### src/rtl/pio_pkg.sv
// Shared constants for the pio_edge_in input PIO: register word addresses,
// maximum port width and the debounce counter sizing helper.
package pio_pkg;

    localparam int PIO_MAX_WIDTH = 32;

    localparam logic [2:0] ADDR_DATA    = 3'd0;
    localparam logic [2:0] ADDR_IRQMASK = 3'd2;
    localparam logic [2:0] ADDR_EDGE    = 3'd3;
    localparam logic [2:0] ADDR_RISE    = 3'd4;
    localparam logic [2:0] ADDR_FALL    = 3'd5;

    // clog2(debounce+1), never narrower than one bit so the counter always exists.
    function automatic int cnt_width(input int debounce);
        int w;
        w = $clog2(debounce + 1);
        return (w < 1) ? 1 : w;
    endfunction

endpackage

### src/rtl/pio_in_filter.sv
// One input bit: synchroniser chain, optional debounce filter and the one-cycle
// delayed copy of the filtered value used for edge detection.
module pio_in_filter
    import pio_pkg::*;
#(
    parameter int SYNC_STAGES = 2,
    parameter int DEBOUNCE    = 0
) (
    input  logic clk,
    input  logic reset_n,
    input  logic pin,
    output logic f,
    output logic f_prev
);

    logic [SYNC_STAGES-1:0] sync_q;
    logic [SYNC_STAGES-1:0] sync_d;
    logic                   sync_out;
    logic                   f_prev_q;
    logic                   f_prev_d;

    always_comb begin
        sync_d   = {sync_q[SYNC_STAGES-2:0], pin};
        f_prev_d = f;
    end

    assign sync_out = sync_q[SYNC_STAGES-1];
    assign f_prev   = f_prev_q;

    always_ff @(posedge clk or negedge reset_n) begin
        if (!reset_n) begin
            sync_q   <= '0;
            f_prev_q <= 1'b0;
        end else begin
            sync_q   <= sync_d;
            f_prev_q <= f_prev_d;
        end
    end

    generate
        if (DEBOUNCE == 0) begin : g_bypass
            assign f = sync_out;
        end else begin : g_debounce
            localparam int            CW       = cnt_width(DEBOUNCE);
            localparam logic [CW-1:0] CNT_LAST = CW'(DEBOUNCE - 1);

            logic [CW-1:0] cnt_q;
            logic [CW-1:0] cnt_d;
            logic          f_q;
            logic          f_d;

            // Counter only runs while the synchronised pin disagrees with f;
            // any agreement restarts the stability window.
            always_comb begin
                cnt_d = '0;
                f_d   = f_q;
                if (sync_out != f_q) begin
                    if (cnt_q == CNT_LAST) begin
                        f_d = sync_out;
                    end else begin
                        cnt_d = cnt_q + CW'(1);
                    end
                end
            end

            always_ff @(posedge clk or negedge reset_n) begin
                if (!reset_n) begin
                    cnt_q <= '0;
                    f_q   <= 1'b0;
                end else begin
                    cnt_q <= cnt_d;
                    f_q   <= f_d;
                end
            end

            assign f = f_q;
        end
    endgenerate

endmodule

### src/rtl/pio_edge_in.sv
// Avalon-MM input PIO with per-bit synchroniser/debounce, sticky W1C edge flags
// selectable for rising and/or falling edges, and a maskable level interrupt.
module pio_edge_in
    import pio_pkg::*;
#(
    parameter int          WIDTH       = 8,
    parameter int          SYNC_STAGES = 2,
    parameter int          DEBOUNCE    = 0,
    parameter logic [31:0] RISE_EN_RST = 32'hFFFF_FFFF,
    parameter logic [31:0] FALL_EN_RST = 32'h0
) (
    input  logic             clk,
    input  logic             reset_n,
    input  logic [2:0]       address,
    input  logic             chipselect,
    input  logic             write_n,
    input  logic [31:0]      writedata,
    output logic [31:0]      readdata,
    input  logic [WIDTH-1:0] in_port,
    output logic             irq
);

    logic [WIDTH-1:0] f;
    logic [WIDTH-1:0] f_prev;
    logic [WIDTH-1:0] edge_hit;
    logic [WIDTH-1:0] clr_mask;
    logic [WIDTH-1:0] wdata;
    logic             wr_en;

    logic [WIDTH-1:0] irqmask_q,  irqmask_d;
    logic [WIDTH-1:0] edge_cap_q, edge_cap_d;
    logic [WIDTH-1:0] rise_q,     rise_d;
    logic [WIDTH-1:0] fall_q,     fall_d;

    logic [PIO_MAX_WIDTH-1:0] readdata_q, readdata_d;

    // Upper writedata bits beyond WIDTH carry no state.
    logic unused_wdata;
    assign unused_wdata = ^writedata;

    for (genvar gi = 0; gi < WIDTH; gi++) begin : g_bit
        pio_in_filter #(
            .SYNC_STAGES (SYNC_STAGES),
            .DEBOUNCE    (DEBOUNCE)
        ) u_filter (
            .clk     (clk),
            .reset_n (reset_n),
            .pin     (in_port[gi]),
            .f       (f[gi]),
            .f_prev  (f_prev[gi])
        );
    end

    assign wr_en    = chipselect && !write_n;
    assign wdata    = writedata[WIDTH-1:0];
    assign edge_hit = (rise_q & f & ~f_prev) | (fall_q & ~f & f_prev);
    assign clr_mask = (wr_en && (address == ADDR_EDGE)) ? wdata : '0;

    // A fresh edge is OR-ed in after the clear so it survives a same-cycle W1C.
    always_comb begin
        irqmask_d  = (wr_en && (address == ADDR_IRQMASK)) ? wdata : irqmask_q;
        rise_d     = (wr_en && (address == ADDR_RISE))    ? wdata : rise_q;
        fall_d     = (wr_en && (address == ADDR_FALL))    ? wdata : fall_q;
        edge_cap_d = (edge_cap_q & ~clr_mask) | edge_hit;
    end

    always_comb begin
        readdata_d = '0;
        case (address)
            ADDR_DATA:    readdata_d[WIDTH-1:0] = f;
            ADDR_IRQMASK: readdata_d[WIDTH-1:0] = irqmask_q;
            ADDR_EDGE:    readdata_d[WIDTH-1:0] = edge_cap_q;
            ADDR_RISE:    readdata_d[WIDTH-1:0] = rise_q;
            ADDR_FALL:    readdata_d[WIDTH-1:0] = fall_q;
            default:      readdata_d = '0;
        endcase
    end

    always_ff @(posedge clk or negedge reset_n) begin
        if (!reset_n) begin
            irqmask_q  <= '0;
            edge_cap_q <= '0;
            rise_q     <= RISE_EN_RST[WIDTH-1:0];
            fall_q     <= FALL_EN_RST[WIDTH-1:0];
            readdata_q <= '0;
        end else begin
            irqmask_q  <= irqmask_d;
            edge_cap_q <= edge_cap_d;
            rise_q     <= rise_d;
            fall_q     <= fall_d;
            readdata_q <= readdata_d;
        end
    end

    assign readdata = readdata_q;
    assign irq      = |(edge_cap_q & irqmask_q);

endmodule

### config.mk
export PLATFORM = sky130hd
export DESIGN_NAME = pio_edge_in
export DESIGN_NICKNAME = d
export VERILOG_FILES = /design/src/rtl/pio_pkg.sv /design/src/rtl/pio_in_filter.sv /design/src/rtl/pio_edge_in.sv
export SDC_FILE = /design/constraint.sdc
export NUM_CORES = 1
export LEC_CHECK = 0
export BUFFER_PORTS_ARGS = -buffer_cell sky130_fd_sc_hd__buf_2
export CAP_MARGIN = 10
export CELL_PAD_IN_SITES_DETAIL_PLACEMENT = 1
export CELL_PAD_IN_SITES_GLOBAL_PLACEMENT = 1
export CORE_AREA = 4 4 98 81
export CTS_CLUSTER_DIAMETER = 200
export DETAILED_ROUTE_END_ITERATION = 10
export DIE_AREA = 0 0 102 85
export MAX_ROUTING_LAYER = met4
export PLACE_DENSITY = 0.85
export SLEW_MARGIN = 20
export SYNTH_ARGS = -nofsm -noshare
export SYNTH_HDL_FRONTEND = slang
export SYNTH_SLANG_ARGS = --single-unit
### constraint.sdc
create_clock -name clk -period 1.2 [get_ports clk]
set_input_delay 0.18 -clock clk [delete_from_list [all_inputs] [get_ports clk]]
set_output_delay 0.18 -clock clk [all_outputs]
set_load 0.01 [all_outputs]
==> impl_metrics.yaml, run 1 <==
synth:
  syn-cell-area_sq_um: 2730
  ys_async_sr_fraction: 1.00
  synth_area_leader_cell: "dfrtp_1"
  syn_inst: 208
  synth_edf_count: 0
  yosys-top-cells-area: "dfrtp_1 (51%), mux2_2 (10%), dfstp_2 (7.7%)"
  synthTopCellsByCount: "dfrtp_1 (56), mux2_2 (25), buf_4 (24), a22oi_1 (11), nand2_1 (11)"
  yosysUniqueCellTypes: 30
  synth.most_common_cell: "dfrtp_1"
  synth_top_area_frac: 0.514
  ys_ff_latch: 64
  synth_seq_area_share: 0.591
  synth_warnings: 0
  synthFlopType: "dfrtp_1"
  avgSynthCellArea_sq_um: 13.1
drt:
  drcViolationCount: 0
  ant_nets: 0
  dr.pass1.iters: 4
  dr.first_iter.drc_count: 76
  post_drt_wl_per_cell_microns: 17.6
  via_per_inst: 5.04
  routed_wl_microns: 6500
  routed-via-count: 1860
cts:
  cts_buffer_depth: 2
  clock_sinks: 64
  clock_latency_ns: 0.34
  h-tree-depth: 3
  cts_root_buf: "clkbuf_8"
  cts_tree: "yes"
  clkTransAtPathRegs_ns: 0.06
  cts_made_buffers: 9
floorplan:
  rows: 27
  coreArea_sq_um: 6890
  dieHeight_microns: 85
  die-area_sq_um: 8670
  ios: 80
  start_util: 0.396
  fp.dieW_microns: 102
outcome:
  status: "complete, but fails checks"
  violations: "setup timing"
timing:
  slew_violations: 0
  worst_slack_ns: -0.275
  fin_setup_tns_ns: -0.275
  finalSetupViolations: 1
  rsz0062_at_grt: "true"
  clock.fmax_mhz: 678
  finalCriticalPeriod_ns: 1.47
  timing.hold.ws_ns: 0.126
  skew_ns: 0.00602
  fin_crit_sh: 1.23
  hold_viol: 0
placed_design:
  dp_hpwl_microns: 4450
  io_buffer_count: 31
  placed_cells: 340
  globalplace.congestion: 0.793
critical_path:
  critPathCaptureType: "output pin"
  crit_buf_inv: 1
  cp.arrival_ns: 1.29
  critPathMaxStageDelay_ns: 0.42
  slowest_stage: "dfrtp_1"
  required_ns: 1.02
  crit_type: "reg -> out"
  start_kind: "flip-flop"
  cp_max_fo: 3
  crit_family: "flip-flops"
  path_cells: "a22oi_2 -> nand4_1 -> buf_2"
power:
  p_per_area_nw_per_um2: 1510
  p_comb_frac: 0.150
  netSwitchingPower_w: 0.00134
  sw_frac_of_total: 0.258
  leakage_nw: 1.59
  pwr-share-clk: 0.332
  p_int_w: 0.00384
  peakVddDrop_v: 0.000822
  p_total_w: 0.00518
  seqPwrFrac: 0.518
run:
  cap_violations: 0
layout:
  fin_cells: 369
  num-fill-cells: 727
  layout.nets: 324
  n_antenna_cell: 0
  drive_above_1_share: 0.379
  area_delta_synth_final_pct: 25.4
grt:
  grt_usage: 0.167
  grt_max_degree: 30
  antenna_found_initial: 0
  grt_pass1_wl_microns: 10400
  grt_overflow: 0
  grt_pass1_vias: 2044
hold_path:
  hold_path.class: "in -> reg"
==> metrics by stage <==
step	utilization	worst slack [ns]	cell area, sq um
finish	0.496	-0.275	3420
detailed placement	0.447	-0.254	3080
global route	0.496	-0.362	3420
CTS	0.491	-0.256	3380
floorplan	-	-0.110	2820
global placement	0.447	-0.148	3080
==> power by group through the flow <==
stage	Clock (W)	Combinational, W	Sequential [W]
finish	0.00172	0.000779	0.00268
detailed placement	0	0.000724	0.00270
global placement	0	0.000680	0.00268
global route	0.00188	0.000865	0.00272
floorplan	0	0.000491	0.00266
CTS	0.00179	0.000768	0.00267
==> registers in the layout (all words and copies together) (netlist names) <==
signal and flops:
g_bit.u_filter.sync_q 16, edge_cap_q 8, fall_q 8, g_bit.u_filter.f_prev 8, irqmask_q 8, readdata 8
rise_q 8
==> worst paths after layout <==
path,cells after the start,endpoint,slack [ns],startpoint
hold reg to reg,0,g_bit[3].u_filter.sync_q[1],0.35,g_bit[3].u_filter.sync_q[0]
setup / recovery,3,irq,-0.27,irqmask_q[1]
min in group asynchronous,2,g_bit[1].u_filter.f_prev,0.26,reset_n
max in group asynchronous,3,rise_q[3],0.42,reset_n
setup reg to reg,3,readdata[6],0.08,g_bit[6].u_filter.sync_q[1]
hold / removal,2,irqmask_q[2],0.13,writedata[2]
==> metal layers <==
layer / vias to the layer above / track usage / wire length, microns
met5: - / - / 0
li1: 848 / - / -
met2: 59 / 0.261 / 3190
met4: 0 / 0.0834 / 191
met1: 935 / 0.196 / 2750
met3: 18 / 0.0477 / 376
==> cell families after synthesis <==
| family | after synthesis | share of synthesized area |
|---|---|---|
| buf+inv | 38 | 0.0890 |
| simple gates | 36 | 0.0840 |
| other cells | 1 | 0.00137 |
| flops | 64 | 0.591 |
| mux | 32 | 0.129 |
| compound gates | 37 | 0.106 |
==> cell type report <==
cell class,count,area [sq um],area share
timing repair buffer,64,488,0.143
tap,87,109,0.0318
clock buffer,12,135,0.0395
multi-input combinational,129,997,0.292
inverter,9,33.8,0.00988
sequential,64,1610,0.471
clock inverter,4,45.0,0.0132
==> what timing repair did <==
item                                    CTS  global route
setup buffers                             3             1
endpoints found under the setup margin    1             4
pin swaps                                 3             1
resized for setup                         2             5
hold buffers                              9             0
hold endpoints to repair                 17             0
==> layout by cell type, fill, tap and decap left out <==
cell type,n
nand4_1,1
dfrtp_1,56
buf_4,19
and2_1,1
nor4b_4,1
dlygate4sd3_1,9
a22oi_1,9
mux2_2,24
o21ai_0,6
clkbuf_8,9
buf_12,5
nand2_1,11
nand2b_1,1
a221o_1,6
inv_1,9
a22oi_2,2
o221ai_1,9
mux2_4,1
a21oi_2,1
clkbuf_1,3
conb_1,24
and3b_1,1
clkinv_2,3
a221oi_4,1
and2b_1,1
nand4b_1,1
bufinv_16,1
dfstp_2,8
nor2b_1,6
nand3b_1,9
a21o_1,2
mux2i_1,7
nor2_1,1
nor2_2,1
buf_2,31
nor3b_1,1
a2bb2oi_1,1
==> worst register-to-register path: stages, from the launching register on <==
cell      delay [ns]
dfrtp_1         0.40
mux2_4          0.29
a221oi_4        0.26
a21oi_2         0.05
Power figures use the tool's default switching activity.
==> run 2, diff against run 1 <==
Settings changed: CORE_AREA 4 4 98 81 to 4 4 95 79, DIE_AREA 0 0 102 85 to 0 0 99 83, PLACE_DENSITY 0.85 to 0.89.
Clock period 1.2 ns to 1.7 ns, I/O delays scaled along.
==> run 2 against run 1 <==
Net effect: largest cell class unchanged; clock power about the same; the run now ends clean; routed wire length fell by 8.1%; combinational power decreased by 38%; clock skew increased by 0.00051 ns; sequential share of layout area is 2.4 points higher; critical path type unchanged; critical path depth unchanged.
==> impl_metrics.yaml, run 2 (synthesized netlist as in run 1, its figures left out) <==
cts:
  post_cts_buffers: 0
  cts_made_buffers: 9
  clkTransAtPathRegs_ns: 0.07
  cts_tree: "yes"
  h-tree-depth: 3
  clock_latency_ns: 0.34
  cts_buffer_depth: 2
  cts_root_buf: "clkbuf_8"
  clock_sinks: 64
layout:
  n_antenna_cell: 0
  final_cell_mix: "dfrtp_1 (56), buf_2 (31), mux2_2 (25)"
  layout.nets: 304
  final_common_cell: "dfrtp_1"
  drive_above_1_share: 0.344
  top_register: "g_bit.u_filter.sync_q"
  area_delta_synth_final_pct: 19.4
  largest_register_ffs: 16
  final_util: 0.489
floorplan:
  dieHeight_microns: 83
  ios: 80
  coreArea_sq_um: 6660
  fp.dieW_microns: 99
  start_util: 0.410
  rows: 27
  die-area_sq_um: 8220
placed_design:
  globalplace.congestion: 0.801
  io_buffer_count: 31
  dp_hpwl_microns: 4170
drt:
  post_drt_wl_per_cell_microns: 17.1
  drcViolationCount: 0
  met1_length_microns: 2660
  routed-via-count: 1759
  dr.first_iter.drc_count: 87
  top_layer_used: "met4"
  routed_wl_microns: 5980
  via_per_inst: 5.04
  wl_met2_microns: 2990
  ant_nets: 0
  dr.pass1.iters: 4
  dr_wl_met3_microns: 278
timing:
  clock.fmax_mhz: 630
  finalCriticalPeriod_ns: 1.59
  slew_headroom: 0.330
  tightestPinTransition_ns: 1.00
  fin_crit_sh: 0.934
  fin_setup_tns_ns: 0
  skew_ns: 0.00652
  finalSetupViolations: 0
  hold_viol: 0
  timing.hold.ws_ns: 0.0221
  slew_violations: 0
  rsz0062_at_grt: "false"
power:
  peakVddDrop_v: 0.000622
  p_per_area_nw_per_um2: 1260
  leakage_nw: 1.52
critical_path:
  crit_type: "reg -> out"
  required_ns: 1.44
  rr_worst_depth: 3
  start_kind: "flip-flop"
  cp_max_fo: 4
  critPathCaptureType: "output pin"
  cp.arrival_ns: 1.33
hold_path:
  worstHoldPathCells: 1
  hold_path.class: "in -> reg"
run:
  cap_violations: 0
grt:
  grt_pass1_wl_microns: 9850
  grt_pass1_vias: 1886
  grt_overflow: 0
  grt_max_degree: 49
  grt_usage: 0.158
  antenna_found_initial: 0
outcome:
  status: "completed"
[run 2: cell types whose count changed in the layout (fill, tap and decap cells not counted), moves of 3 or more]
cell,delta
buf_12,-4
buf_4,-11
bufinv_16,+3
clkbuf_1,-3
dlygate4sd3_1,-5
[run 2: per-stage QoR]
step / instances / setup slack, ns / total power [W] / area (sq um)
after floorplan: 231 / 0.275 / 0.00222 / 2810
after global placement: 329 / 0.163 / 0.00234 / 2950
after detailed placement: 329 / 0.138 / 0.00239 / 2950
after CTS: 348 / 0.109 / 0.00414 / 3250
after global routing: 349 / 0.0390 / 0.00430 / 3260
final: 349 / 0.112 / 0.00410 / 3260
[run 2: cell type report]
cell class / instances / area (sq um)
Clock buffer: 10 / 138
Clock inverter: 6 / 130
Fill cell: 706 / 3400
Inverter: 9 / 33.8
Multi-Input combinational cell: 129 / 960
Sequential cell: 64 / 1610
Tap cell: 87 / 109
Timing Repair Buffer: 44 / 275
[run 2: power breakdown]
group | switching, W | total (W) | internal, W
Sequential | 0.000134 | 0.00188 | 0.00175
Combinational | 0.000235 | 0.000485 | 0.000250
Clock | 0.000573 | 0.00173 | 0.00116
[run 2: critical path, cell delays in order, from the launching register on]
cell and delay [ns]:
dfrtp_1 0.43, a22oi_1 0.25, nand4_1 0.16, buf_2 0.17
[run 2: metal layers]
layer / up-vias / GRT usage
met1: 913 / 0.203
li1: 799 / -
met3: 3 / 0.0529
met4: 0 / 0.0298
met2: 44 / 0.248
met5: - / -
[run 2: final timing paths]
kind	from	end	slack [ns]
setup / recovery	edge_cap_q[1]	irq	0.11
hold / removal	in_port[2]	g_bit[2].u_filter.sync_q[0]	0.02
setup reg to reg	g_bit[6].u_filter.sync_q[1]	readdata[6]	0.54
hold reg to reg	g_bit[6].u_filter.sync_q[0]	g_bit[6].u_filter.sync_q[1]	0.35
max in group asynchronous	reset_n	rise_q[3]	0.70
min in group asynchronous	reset_n	g_bit[5].u_filter.sync_q[1]	0.37
[run 2: what timing repair did]
item | in CTS | in global routing
hold endpoints to repair | 15 | 1
gates resized for setup | 0 | 0
hold buffers | 3 | 1
